`src/rtl/mic_sequencer.sv`:
```
// mic_sequencer: Mic-1 microprogram sequencer.
//
// Each microinstruction takes two cycles. In LOAD the word at cs_addr (= mpc)
// is captured into MIR. In EXEC the MIR fields drive the datapath, and at the
// closing edge the ALU n/z flags are latched and the next MPC is formed. The
// next MPC is built by OR-ing bits in (JAMN/JAMZ/JMPC). It is never formed by
// incrementing.
//
// Ports:
//   clk, rst              clock, synchronous active-high reset
//   cs_addr / cs_rdata    control store address out, combinational word in
//   n, z, mbr             live ALU flags and MBR byte for next-address forming
//   stall                 memory busy; holds the sequencer in LOAD
//   alu_ctrl, shift_ctrl  ungated MIR fields
//   c_we, mem_write, mem_read, mem_fetch, b_oe
//                         gated MIR fields, non-zero only in EXEC
//   flag_n, flag_z        latched flags (observation only)
//   mpc                   current micro-PC
//   halted                self-loop halt indication
//
// Optional feature: define MIC_SEQ_HALT_DETECT_EN to add a HALT state. The
// sequencer enters HALT when it executes an unconditional jump to itself.
// Without the macro, halted is tied to 0.
module mic_sequencer #(
    parameter int             CS_AW      = 9,
    parameter int             CS_DW      = 36,
    parameter int             MBR_W      = 8,
    parameter logic [CS_AW-1:0] RESET_ADDR = 9'h000
) (
    input  logic             clk,
    input  logic             rst,
    output logic [CS_AW-1:0] cs_addr,
    input  logic [CS_DW-1:0] cs_rdata,
    input  logic             n,
    input  logic             z,
    input  logic [MBR_W-1:0] mbr,
    input  logic             stall,
    output logic [5:0]       alu_ctrl,
    output logic [1:0]       shift_ctrl,
    output logic [8:0]       c_we,
    output logic             mem_write,
    output logic             mem_read,
    output logic             mem_fetch,
    output logic [8:0]       b_oe,
    output logic             flag_n,
    output logic             flag_z,
    output logic [CS_AW-1:0] mpc,
    output logic             halted
);

    typedef enum logic [1:0] {S_LOAD, S_EXEC, S_HALT} state_t;

    state_t           r_state;
    logic [CS_DW-1:0] r_mir;
    logic [CS_AW-1:0] r_mpc;
    logic             r_flag_n;
    logic             r_flag_z;
    logic             r_halted;

    logic             w_exec;
    logic             w_jmpc;
    logic             w_jamn;
    logic             w_jamz;
    logic [CS_AW-1:0] w_next;
    logic [8:0]       w_b_dec;

    assign w_exec = (r_state == S_EXEC);
    assign w_jmpc = r_mir[26];
    assign w_jamn = r_mir[25];
    assign w_jamz = r_mir[24];

    // The high bit is forced by the live flags of this EXEC cycle.
    // The low byte is OR-ed with MBR for a JMPC dispatch.
    assign w_next[CS_AW-1]   = r_mir[35] | (w_jamn & n) | (w_jamz & z);
    assign w_next[CS_AW-2:0] = r_mir[34:27] | (w_jmpc ? mbr : {MBR_W{1'b0}});

    // One-hot B-bus driver select. Codes 9..15 select no driver.
    always_comb begin
        w_b_dec = 9'h000;
        if (r_mir[3:0] < 4'd9)
            w_b_dec = 9'h001 << r_mir[3:0];
    end

    assign cs_addr    = r_mpc;
    assign mpc        = r_mpc;
    assign flag_n     = r_flag_n;
    assign flag_z     = r_flag_z;
    assign halted     = r_halted;

    // The ALU and shifter are combinational. Leaving their controls live
    // during LOAD is harmless because no C-bus write is enabled then.
    assign alu_ctrl   = r_mir[21:16];
    assign shift_ctrl = r_mir[23:22];

    // Side-effecting fields are visible only in EXEC, so each one fires
    // exactly once per microinstruction.
    assign c_we       = w_exec ? r_mir[15:7] : 9'h000;
    assign mem_write  = w_exec & r_mir[6];
    assign mem_read   = w_exec & r_mir[5];
    assign mem_fetch  = w_exec & r_mir[4];
    assign b_oe       = w_exec ? w_b_dec : 9'h000;

`ifdef MIC_SEQ_HALT_DETECT_EN
    logic w_self_loop;
    assign w_self_loop = ~w_jmpc & ~w_jamn & ~w_jamz & (r_mir[35:27] == r_mpc);
`endif

    always_ff @(posedge clk) begin
        if (rst) begin
            r_state  <= S_LOAD;
            r_mir    <= '0;
            r_mpc    <= RESET_ADDR;
            r_flag_n <= 1'b0;
            r_flag_z <= 1'b0;
            r_halted <= 1'b0;
        end else begin
            case (r_state)
                S_LOAD: begin
                    if (!stall) begin
                        r_mir   <= cs_rdata;
                        r_state <= S_EXEC;
                    end
                end
                S_EXEC: begin
                    r_flag_n <= n;
                    r_flag_z <= z;
                    r_mpc    <= w_next;
                    r_state  <= S_LOAD;
`ifdef MIC_SEQ_HALT_DETECT_EN
                    if (w_self_loop) begin
                        r_state  <= S_HALT;
                        r_halted <= 1'b1;
                    end
`endif
                end
                S_HALT: begin
                    // Frozen until reset.
                end
                default: r_state <= S_LOAD;
            endcase
        end
    end

endmodule

```
`config.mk`:
```
export PLATFORM = sky130hd
export DESIGN_NAME = mic_sequencer
export DESIGN_NICKNAME = d
export VERILOG_FILES = /design/src/rtl/mic_sequencer.sv
export SDC_FILE = /design/constraint.sdc
export NUM_CORES = 1
export LEC_CHECK = 0
export ABC_CLOCK_PERIOD_IN_PS = 3210
export BUFFER_PORTS_ARGS = -buffer_cell sky130_fd_sc_hd__clkbuf_2
export CAP_MARGIN = 20
export CORE_UTILIZATION = 23
export DETAILED_ROUTE_END_ITERATION = 7
export GPL_ROUTABILITY_DRIVEN = 1
export PLACE_DENSITY_LB_ADDON = 0.05
export SLEW_MARGIN = 10
export SYNTH_ARGS = -nofsm -noshare
export SYNTH_HDL_FRONTEND = slang
export SYNTH_SLANG_ARGS = --single-unit
```
`constraint.sdc`:
```
create_clock -name clk -period 3.21 [get_ports clk]
set_input_delay 0.321 -clock clk [delete_from_list [all_inputs] [get_ports clk]]
set_output_delay 0.321 -clock clk [all_outputs]
set_load 0.01 [all_outputs]
```
==> results of run 1 <==
[Yosys cell counts, types with 2 or more instances]
master / count / area, um^2
a211oi_1: 8 / 60.1
a21oi_1: 44 / 220
and2_1: 12 / 75.1
buf_1: 2 / 7.51
buf_2: 4 / 20.0
buf_4: 20 / 150
buf_6: 2 / 22.5
clkbuf_1: 13 / 48.8
clkbuf_2: 2 / 10.0
dfxtp_1: 48 / 961
mux2i_1: 2 / 20.0
nand2_1: 3 / 11.3
nor2_1: 17 / 63.8
nor4_1: 2 / 12.5
o21ai_0: 36 / 180
or3b_1: 36 / 315
or3b_2: 2 / 17.5
[area by class of cell]
cell class                      count  area (um^2)  area share, %
Clock buffer                        7         96.3           3.44
Tap cell                          129          161           5.76
Sequential cell                    48          962           34.4
Multi-Input combinational cell    169         1020           36.5
Clock inverter                      1         30.0           1.07
Timing Repair Buffer              101          528           18.9
[state kept, by name, indices dropped and copies added, names as in the netlist]
signal   flops
flag_n       1
r_state      1
flag_z       1
r_mir       36
cs_addr      9
[placed cells by master, fill, tap and decap left out]
master	synthesis	routed
buf_12	0	1
nand3b_1	1	1
a211oi_1	8	8
o21ai_0	36	36
nand2b_1	1	1
nor4_1	2	2
nor4b_1	1	1
buf_4	20	3
clkbuf_8	0	7
a311oi_1	1	1
a21oi_1	44	44
nor2_1	17	17
dfxtp_1	48	47
and2_1	12	12
bufinv_16	0	1
nand2_1	3	3
conb_1	1	1
clkbuf_2	2	97
or3b_2	2	2
nor3_1	1	1
mux2i_1	2	2
nor2b_1	1	1
or3b_1	36	36
dfxtp_2	0	1
[metal layers]
layer / global-route usage, % / vias up / wire, um
met4: 3.68 / 0 / 38
met1: 14.9 / 878 / 2770
met5: 0 / - / 0
met3: 2.84 / 2 / 328
li1: - / 1023 / -
met2: 17.9 / 56 / 2530
[per-stage QoR]
stage / instance area, um^2 / cells / hold WS [ns]
after floorplan: 2240 / 260 / 0.449
after global placement: 2650 / 446 / 0.455
after detailed placement: 2650 / 446 / 0.462
after CTS: 2780 / 454 / 0.264
after global routing: 2800 / 455 / 0.287
final: 2800 / 455 / 0.277
[worst max-delay path, cell delays in order (launching register included)]
cell	delay, ns
dfxtp_2	0.64
nand2b_1	0.21
nor4b_1	0.34
clkbuf_2	0.19
[cell families (layout without fill, tap and decap cells)]
group | Yosys count | count (layout) | share of synthesized area, %
flip-flops | 48 | 48 | 42.9
multiplexers | 2 | 2 | 0.893
AO/OA/AOI/OAI | 89 | 89 | 20.9
other | 1 | 1 | 0.167
buffers and inverters | 43 | 109 | 11.6
AND/OR/NAND/NOR | 77 | 77 | 23.6
[worst paths after layout]
path	from	to	slack, ns	cells after the start
min reg2reg	r_mir[5]$_SDFFE_PP0P_	r_mir[5]$_SDFFE_PP0P_	0.47	2
min	n	flag_n$_SDFFE_PP0P_	0.28	3
max	r_state[0]$_SDFFE_PP0P_	b_oe[8]	1.21	3
max reg2reg	r_state[0]$_SDFFE_PP0P_	cs_addr[1]$_SDFFE_PP0P_	1.73	3
[report_power, final]
part           internal [mW]  switching, mW
Clock                  0.275          0.207
Combinational         0.0824         0.0896
Sequential             0.631         0.0273
Total                  0.989          0.324
==> results.sh, run 1 <==
export IMPL_hpwlAfterDp_um=3590
export IMPL_hp_class="in -> reg"
export IMPL_tns_ns=0
export IMPL_synth_seq_cells=48
export IMPL_dr_pass1_iters=4
export IMPL_clk_pin_slew_worst_paths_ns=0.09
export IMPL_setup_viol=0
export IMPL_fill_cells=1033
export IMPL_drc=0
export IMPL_fin_ws_ns=1.21
export IMPL_drive_gt1_share_pct=34.4
export IMPL_final_max_slew_viol_count=0
export IMPL_post_cts_resized=0
export IMPL_wl_per_cell_um=12.4
export IMPL_synth_edff_count=0
export IMPL_cp_data_arrival_time_ns=1.68
export IMPL_period_needed_ns=2.00
export IMPL_drtAntennaViolNets=0
export IMPL_grt_max_degree=56
export IMPL_area_delta_synth_final_pct=24.9
export IMPL_die_width_um=101
export IMPL_clock_sinks=48
export IMPL_wirelength_um=5660
export IMPL_drt_initial_drc_count=43
export IMPL_n_antenna_cell=0
export IMPL_ys_flop_type="dfxtp_1"
export IMPL_grt_use_total_pct=11.3
export IMPL_globalplace_congestion=0.651
export IMPL_overflow=0
export IMPL_clk_latency_ns=0.29
export IMPL_die_y_um=101
export IMPL_start_util_pct=24.0
export IMPL_tightest_slew_ns=0.912
export IMPL_fin_nets=374
export IMPL_power_leakage_nw=1.19
export IMPL_antenna_found_initial=0
export IMPL_clockRootBuffer="clkbuf_8"
export IMPL_worstSetupEndpointType="primary output"
export IMPL_ys_types=24
export IMPL_clk_path_buf_depth=2
export IMPL_synthCells=260
export IMPL_grt_pass1_wl_um=9000
export IMPL_numCtsBuffers=5
export IMPL_drv_cap=0
export IMPL_yosysSeqAreaShare_pct=42.9
export IMPL_irDropWorstVdd_uv=199
export IMPL_drt_vias_per_instance=4.31
export IMPL_cts_hold_fix_buffers=0
export IMPL_syn_area_mm2=0.00224
export IMPL_start_kind="flip-flop"
export IMPL_cts_tree="yes"
export IMPL_min_period_over_period_pct=62.2
export IMPL_syn_avg_cell_area_um2=8.62
export IMPL_power_density_mw_per_mm2=469
export IMPL_ys_async_sr_fraction_pct=0
export IMPL_slew_headroom_pct=39.2
export IMPL_yosysWarnings=0
export IMPL_crit_type="reg -> out"
export IMPL_path_max_fanout=35
export IMPL_hold_violations=0
export IMPL_core_area_mm2=0.00933
export IMPL_power_mw=1.31
export IMPL_rsz0062_at_grt="no"
export IMPL_dieArea_mm2=0.0101
export IMPL_vias=1959
export IMPL_status="finished clean"
export IMPL_ioPinCount=99
export IMPL_cts_htree_levels=2
export IMPL_pre_cts_slack_ns=1.35
export IMPL_worstPathRequired_ns=2.89
export IMPL_io_buffer_count=97
export IMPL_fmax_mhz=501
export IMPL_utilization_pct=30.0
export IMPL_clock_skew_ns=0.00660
export IMPL_cts_setup_buffers=0
export IMPL_synth_nets=309
export IMPL_grt_pass1_vias=1783
export IMPL_row_count=35
Power figures use the tool's default switching activity.
==> run 2, diff against run 1 <==
--- a/config.mk
+++ b/config.mk
@@ -5,7 +5,7 @@
 export SDC_FILE = /design/constraint.sdc
 export NUM_CORES = 1
 export LEC_CHECK = 0
-export ABC_CLOCK_PERIOD_IN_PS = 3210
+export ABC_CLOCK_PERIOD_IN_PS = 2100
 export BUFFER_PORTS_ARGS = -buffer_cell sky130_fd_sc_hd__clkbuf_2
 export CAP_MARGIN = 20
 export CORE_UTILIZATION = 23
==> constraint.sdc (replaced) <==
create_clock -name clk -period 2.1 [get_ports clk]
set_input_delay 0.21 -clock clk [delete_from_list [all_inputs] [get_ports clk]]
set_output_delay 0.21 -clock clk [all_outputs]
set_load 0.01 [all_outputs]
==> results.sh, run 2 (same netlist as run 1, synthesis figures left out) <==
export IMPL_cp_data_arrival_time_ns=1.54
export IMPL_final_max_slew_viol_count=0
export IMPL_hp_class="in -> reg"
export IMPL_register_area_um2=965
export IMPL_status="finished clean"
export IMPL_setup_viol=0
export IMPL_cts_tree="yes"
export IMPL_cts_hold_fix_buffers=0
export IMPL_fin_nets=374
export IMPL_row_count=35
export IMPL_mostFrequentLayoutCells="clkbuf_2, dfxtp_1, a21oi_1, or3b_1, o21ai_0"
export IMPL_tightest_slew_ns=0.577
export IMPL_period_needed_ns=1.75
export IMPL_wirelength_um=5730
export IMPL_rsz0062_at_grt="no"
export IMPL_drv_cap=0
export IMPL_multiInputGateArea_mm2=0.00102
export IMPL_min_period_over_period_pct=83.3
export IMPL_clk_pin_slew_worst_paths_ns=0.09
export IMPL_final_common_cell="clkbuf_2"
export IMPL_fmax_mhz=571
export IMPL_drtAntennaViolNets=0
export IMPL_grt_pass1_vias=1792
export IMPL_tns_ns=0
export IMPL_largest_register="r_mir"
export IMPL_io_buffer_count=97
export IMPL_clockRootBuffer="clkbuf_8"
export IMPL_start_util_pct=24.0
export IMPL_worstSetupEndpointType="primary output"
export IMPL_vias=1985
export IMPL_globalplace_congestion=0.689
export IMPL_drive_gt1_share_pct=34.0
export IMPL_drt_initial_drc_count=33
export IMPL_grt_pass1_wl_um=9140
export IMPL_cts_htree_levels=2
export IMPL_antenna_found_initial=0
export IMPL_worstPathRequired_ns=1.89
export IMPL_n_antenna_cell=0
export IMPL_die_y_um=101
export IMPL_hold_violations=0
export IMPL_clock_sinks=48
export IMPL_clk_path_buf_depth=2
export IMPL_irDropWorstVdd_uv=242
export IMPL_crit_type="reg -> out"
export IMPL_grt_use_total_pct=11.5
export IMPL_core_area_mm2=0.00933
export IMPL_dpl_instance_area_mm2=0.00269
export IMPL_fill_cells=1040
export IMPL_power_density_mw_per_mm2=694
export IMPL_hpwlAfterDp_um=3760
export IMPL_path_max_fanout=46
export IMPL_drt_vias_per_instance=4.36
export IMPL_slew_headroom_pct=61.6
export IMPL_dieArea_mm2=0.0101
export IMPL_largest_register_ffs=36
export IMPL_fin_area_mm2=0.00280
export IMPL_wl_per_cell_um=12.6
export IMPL_overflow=0
export IMPL_timing_hold_ws_ns=0.165
export IMPL_grt_max_degree=47
export IMPL_die_width_um=101
export IMPL_clk_latency_ns=0.30
export IMPL_power_leakage_nw=1.18
export IMPL_drc=0
export IMPL_cts_setup_buffers=0
export IMPL_clock_skew_ns=0.0119
export IMPL_area_delta_synth_final_pct=24.7
export IMPL_start_kind="flip-flop"
export IMPL_ioPinCount=99
export IMPL_numCtsBuffers=5
export IMPL_dr_pass1_iters=4
## run 2: cell types whose count changed in the layout (fill, tap and decap cells not counted), sizes merged
cell,delta
clkbuf,-1
clkinv,+1
## run 2: power by group
part           internal (mW)  total, mW  switching (mW)
logic                  0.128      0.265           0.137
clock network          0.354      0.669           0.315
registers              0.964       1.01          0.0433
total                   1.45       1.94           0.495
## run 2: final cells by class
cell class / count / area share, %
clock buffer: 6 / 2.60
timing repair buffer: 101 / 19.3
clock inverter: 2 / 1.25
multi-input combinational: 169 / 36.6
sequential: 48 / 34.5
tap: 129 / 5.77
## run 2: metal layers
layer / track usage (%) / vias to the layer above / share of wire [%]
met1: 15.8 / 888 / 49
li1: - / 1027 / -
met2: 17.2 / 63 / 43
met3: 3.33 / 7 / 6.9
met4: 3.34 / 0 / 1.1
met5: 0 / - / 0
## run 2: what timing repair did
action                     4_1_cts  5_1_grt
gates resized for setup          0        1
hold endpoints to repair         0        0
setup endpoints to repair        0        2
## run 2: through the flow
stage / std cells / utilization [%] / power, mW / setup WS [ns]
after floorplan: 260 / - / 1.21 / 0.849
after global placement: 447 / 28.8 / 1.30 / 0.483
after detailed placement: 447 / 28.8 / 1.30 / 0.455
after CTS: 455 / 30.0 / 1.99 / 0.112
after global routing: 455 / 30.0 / 2.05 / 0.196
final: 455 / 30.0 / 1.94 / 0.350
## run 2: worst paths after layout
kind                            from                      to  slack [ns]  cells after the start
min                                z     flag_z$_SDFFE_PP0P_        0.17                      3
min reg2reg   r_mir[14]$_SDFFE_PP0P_  r_mir[14]$_SDFFE_PP0P_        0.47                      2
max reg2reg  r_state[0]$_SDFFE_PP0P_  r_mir[34]$_SDFFE_PP0P_        0.75                      3
max          r_state[0]$_SDFFE_PP0P_               mem_fetch        0.35                      3
## run 2: critical path: stages (launching register included)
cell and delay, ns:
dfxtp_4 0.54, buf_4 0.39, and2_1 0.18, clkbuf_2 0.12
==> run 3, diff against run 2 <==
--- a/config.mk
+++ b/config.mk
@@ -5,7 +5,7 @@
 export SDC_FILE = /design/constraint.sdc
 export NUM_CORES = 1
 export LEC_CHECK = 0
-export ABC_CLOCK_PERIOD_IN_PS = 2100
+export ABC_CLOCK_PERIOD_IN_PS = 1800
 export BUFFER_PORTS_ARGS = -buffer_cell sky130_fd_sc_hd__clkbuf_2
 export CAP_MARGIN = 20
 export CORE_UTILIZATION = 23
==> constraint.sdc (replaced) <==
create_clock -name clk -period 1.8 [get_ports clk]
set_input_delay 0.18 -clock clk [delete_from_list [all_inputs] [get_ports clk]]
set_output_delay 0.18 -clock clk [all_outputs]
set_load 0.01 [all_outputs]
==> results.sh, run 3 (same netlist as run 1, synthesis figures left out) <==
export IMPL_cts_tree="yes"
export IMPL_drtAntennaViolNets=0
export IMPL_cts_setup_buffers=0
export IMPL_switchingPower_mw=0.575
export IMPL_dr_pass1_iters=4
export IMPL_crit_type="reg -> out"
export IMPL_power_density_mw_per_mm2=804
export IMPL_final_max_slew_viol_count=0
export IMPL_cp_data_arrival_time_ns=1.46
export IMPL_start_kind="flip-flop"
export IMPL_clockPowerShare_pct=34.0
export IMPL_mostFrequentLayoutCells="clkbuf_2, dfxtp_1, a21oi_1, or3b_1, o21ai_0"
export IMPL_drt_initial_drc_count=41
export IMPL_row_count=35
export IMPL_die_y_um=101
export IMPL_fmax_mhz=609
export IMPL_grt_pass1_wl_um=8990
export IMPL_worstSetupEndpointType="primary output"
export IMPL_setup_worst_path_start="r_mir[1]$_SDFFE_PP0P_"
export IMPL_wl_per_cell_um=12.6
export IMPL_area_delta_synth_final_pct=25.0
export IMPL_power_leakage_nw=1.18
export IMPL_globalplace_congestion=0.672
export IMPL_tns_ns=0
export IMPL_status="finished clean"
export IMPL_multiInputGateArea_mm2=0.00102
export IMPL_n_antenna_cell=0
export IMPL_p_int_mw=1.68
export IMPL_drc=0
export IMPL_dieArea_mm2=0.0101
export IMPL_clk_pin_slew_worst_paths_ns=0.09
export IMPL_grt_max_degree=63
export IMPL_slew_headroom_pct=65.2
export IMPL_comb_power_share_pct=14.1
export IMPL_io_buffer_count=97
export IMPL_setup_viol=0
export IMPL_overflow=0
export IMPL_drv_cap=0
export IMPL_swShare_pct=25.5
export IMPL_vias=1986
export IMPL_drive_gt1_share_pct=34.4
export IMPL_min_period_over_period_pct=91.2
export IMPL_rr_worst_depth=3
export IMPL_timing_critical_path_to="b_oe[2]"
export IMPL_ioPinCount=99
export IMPL_numCtsBuffers=5
export IMPL_clock_skew_ns=0.0126
export IMPL_p_seq_share_pct=51.9
export IMPL_hold_violations=0
export IMPL_die_width_um=101
export IMPL_final_common_cell="clkbuf_2"
export IMPL_period_needed_ns=1.64
export IMPL_r2r_start="r_state[0]$_SDFFE_PP0P_"
export IMPL_tightest_slew_ns=0.522
export IMPL_antenna_found_initial=0
export IMPL_irDropWorstVdd_uv=279
export IMPL_fin_nets=376
export IMPL_start_util_pct=24.0
export IMPL_register_area_um2=965
export IMPL_fill_cells=1024
export IMPL_drt_vias_per_instance=4.36
export IMPL_core_area_mm2=0.00933
export IMPL_r2r_end="r_mir[5]$_SDFFE_PP0P_"
export IMPL_grt_use_total_pct=11.4
export IMPL_worstPathRequired_ns=1.62
export IMPL_rsz0062_at_grt="no"
export IMPL_clk_latency_ns=0.30
export IMPL_place_inst=449
export IMPL_largest_register="r_mir"
export IMPL_clockRootBuffer="clkbuf_8"
export IMPL_final_cells=455
export IMPL_largest_register_ffs=36
export IMPL_hpwlAfterDp_um=3770
export IMPL_grt_pass1_vias=1789
export IMPL_wirelength_um=5730
export IMPL_clk_path_buf_depth=2
export IMPL_rrSetupSlack_ns=0.57
export IMPL_cts_htree_levels=2
export IMPL_clock_sinks=48
export IMPL_path_max_fanout=7
export IMPL_hp_class="in -> reg"
==> run 3: final cells by class <==
| cell class | instances | area share [%] |
|---|---|---|
| well taps | 129 | 5.76 |
| clock inverters | 1 | 1.07 |
| repair buffers | 103 | 19.8 |
| clock buffers | 5 | 2.46 |
| multi-input cells | 169 | 36.5 |
| flip-flops and latches | 48 | 34.4 |
==> run 3: routing by layer <==
| layer | global-route usage (%) | vias to the layer above | part of all wire (%) |
|---|---|---|---|
| met1 | 14.7 | 894 | 47 |
| met5 | 0 | - | 0 |
| met3 | 2.98 | 6 | 7.1 |
| met2 | 18.0 | 65 | 44 |
| met4 | 4.35 | 0 | 1.2 |
| li1 | - | 1021 | - |
==> run 3: power by group through the flow <==
stage	clock network [mW]	logic (mW)	registers, mW
finish	0.766	0.317	1.17
global route	0.842	0.359	1.18
CTS	0.806	0.326	1.17
detailed placement	0	0.325	1.20
global placement	0	0.323	1.20
floorplan	0	0.226	1.19
==> run 3: how the worst min path moves through the flow <==
stage | startpoint | depth (start not counted) | end
finish | z | 3 | cs_addr[8]$_SDFFE_PP0P_
floorplan | n | 2 | flag_n$_SDFFE_PP0P_
detailed placement | z | 3 | flag_z$_SDFFE_PP0P_
global placement | z | 3 | flag_z$_SDFFE_PP0P_
CTS | z | 3 | cs_addr[8]$_SDFFE_PP0P_
global route | z | 3 | flag_z$_SDFFE_PP0P_
==> run 3: metrics by stage <==
stage	setup slack [ns]	instance area (um^2)	power, mW	utilization, %	hold slack (ns)
6_report	0.158	2800	2.25	30.0	0.128
5_1_grt	0.0525	2800	2.38	30.0	0.140
4_1_cts	0.0891	2800	2.31	30.0	0.121
3_5_place_dp	0.436	2700	1.52	29.0	0.450
3_3_place_gp	0.419	2700	1.52	29.0	0.445
2_1_floorplan	0.579	2240	1.41	-	0.327
==> run 3: worst max-delay path, cell delays in order (launching register included) <==
cell,delay (ns)
dfxtp_1,0.44
or3b_2,0.48
nor2_1,0.10
clkbuf_2,0.14
==> run 3: timing repair <==
action / 4_1_cts / 5_1_grt
hold buffers: 0 / 0
gates resized for setup: 0 / 1
setup endpoints to repair: 0 / 1
endpoints found under the hold margin: 0 / 0
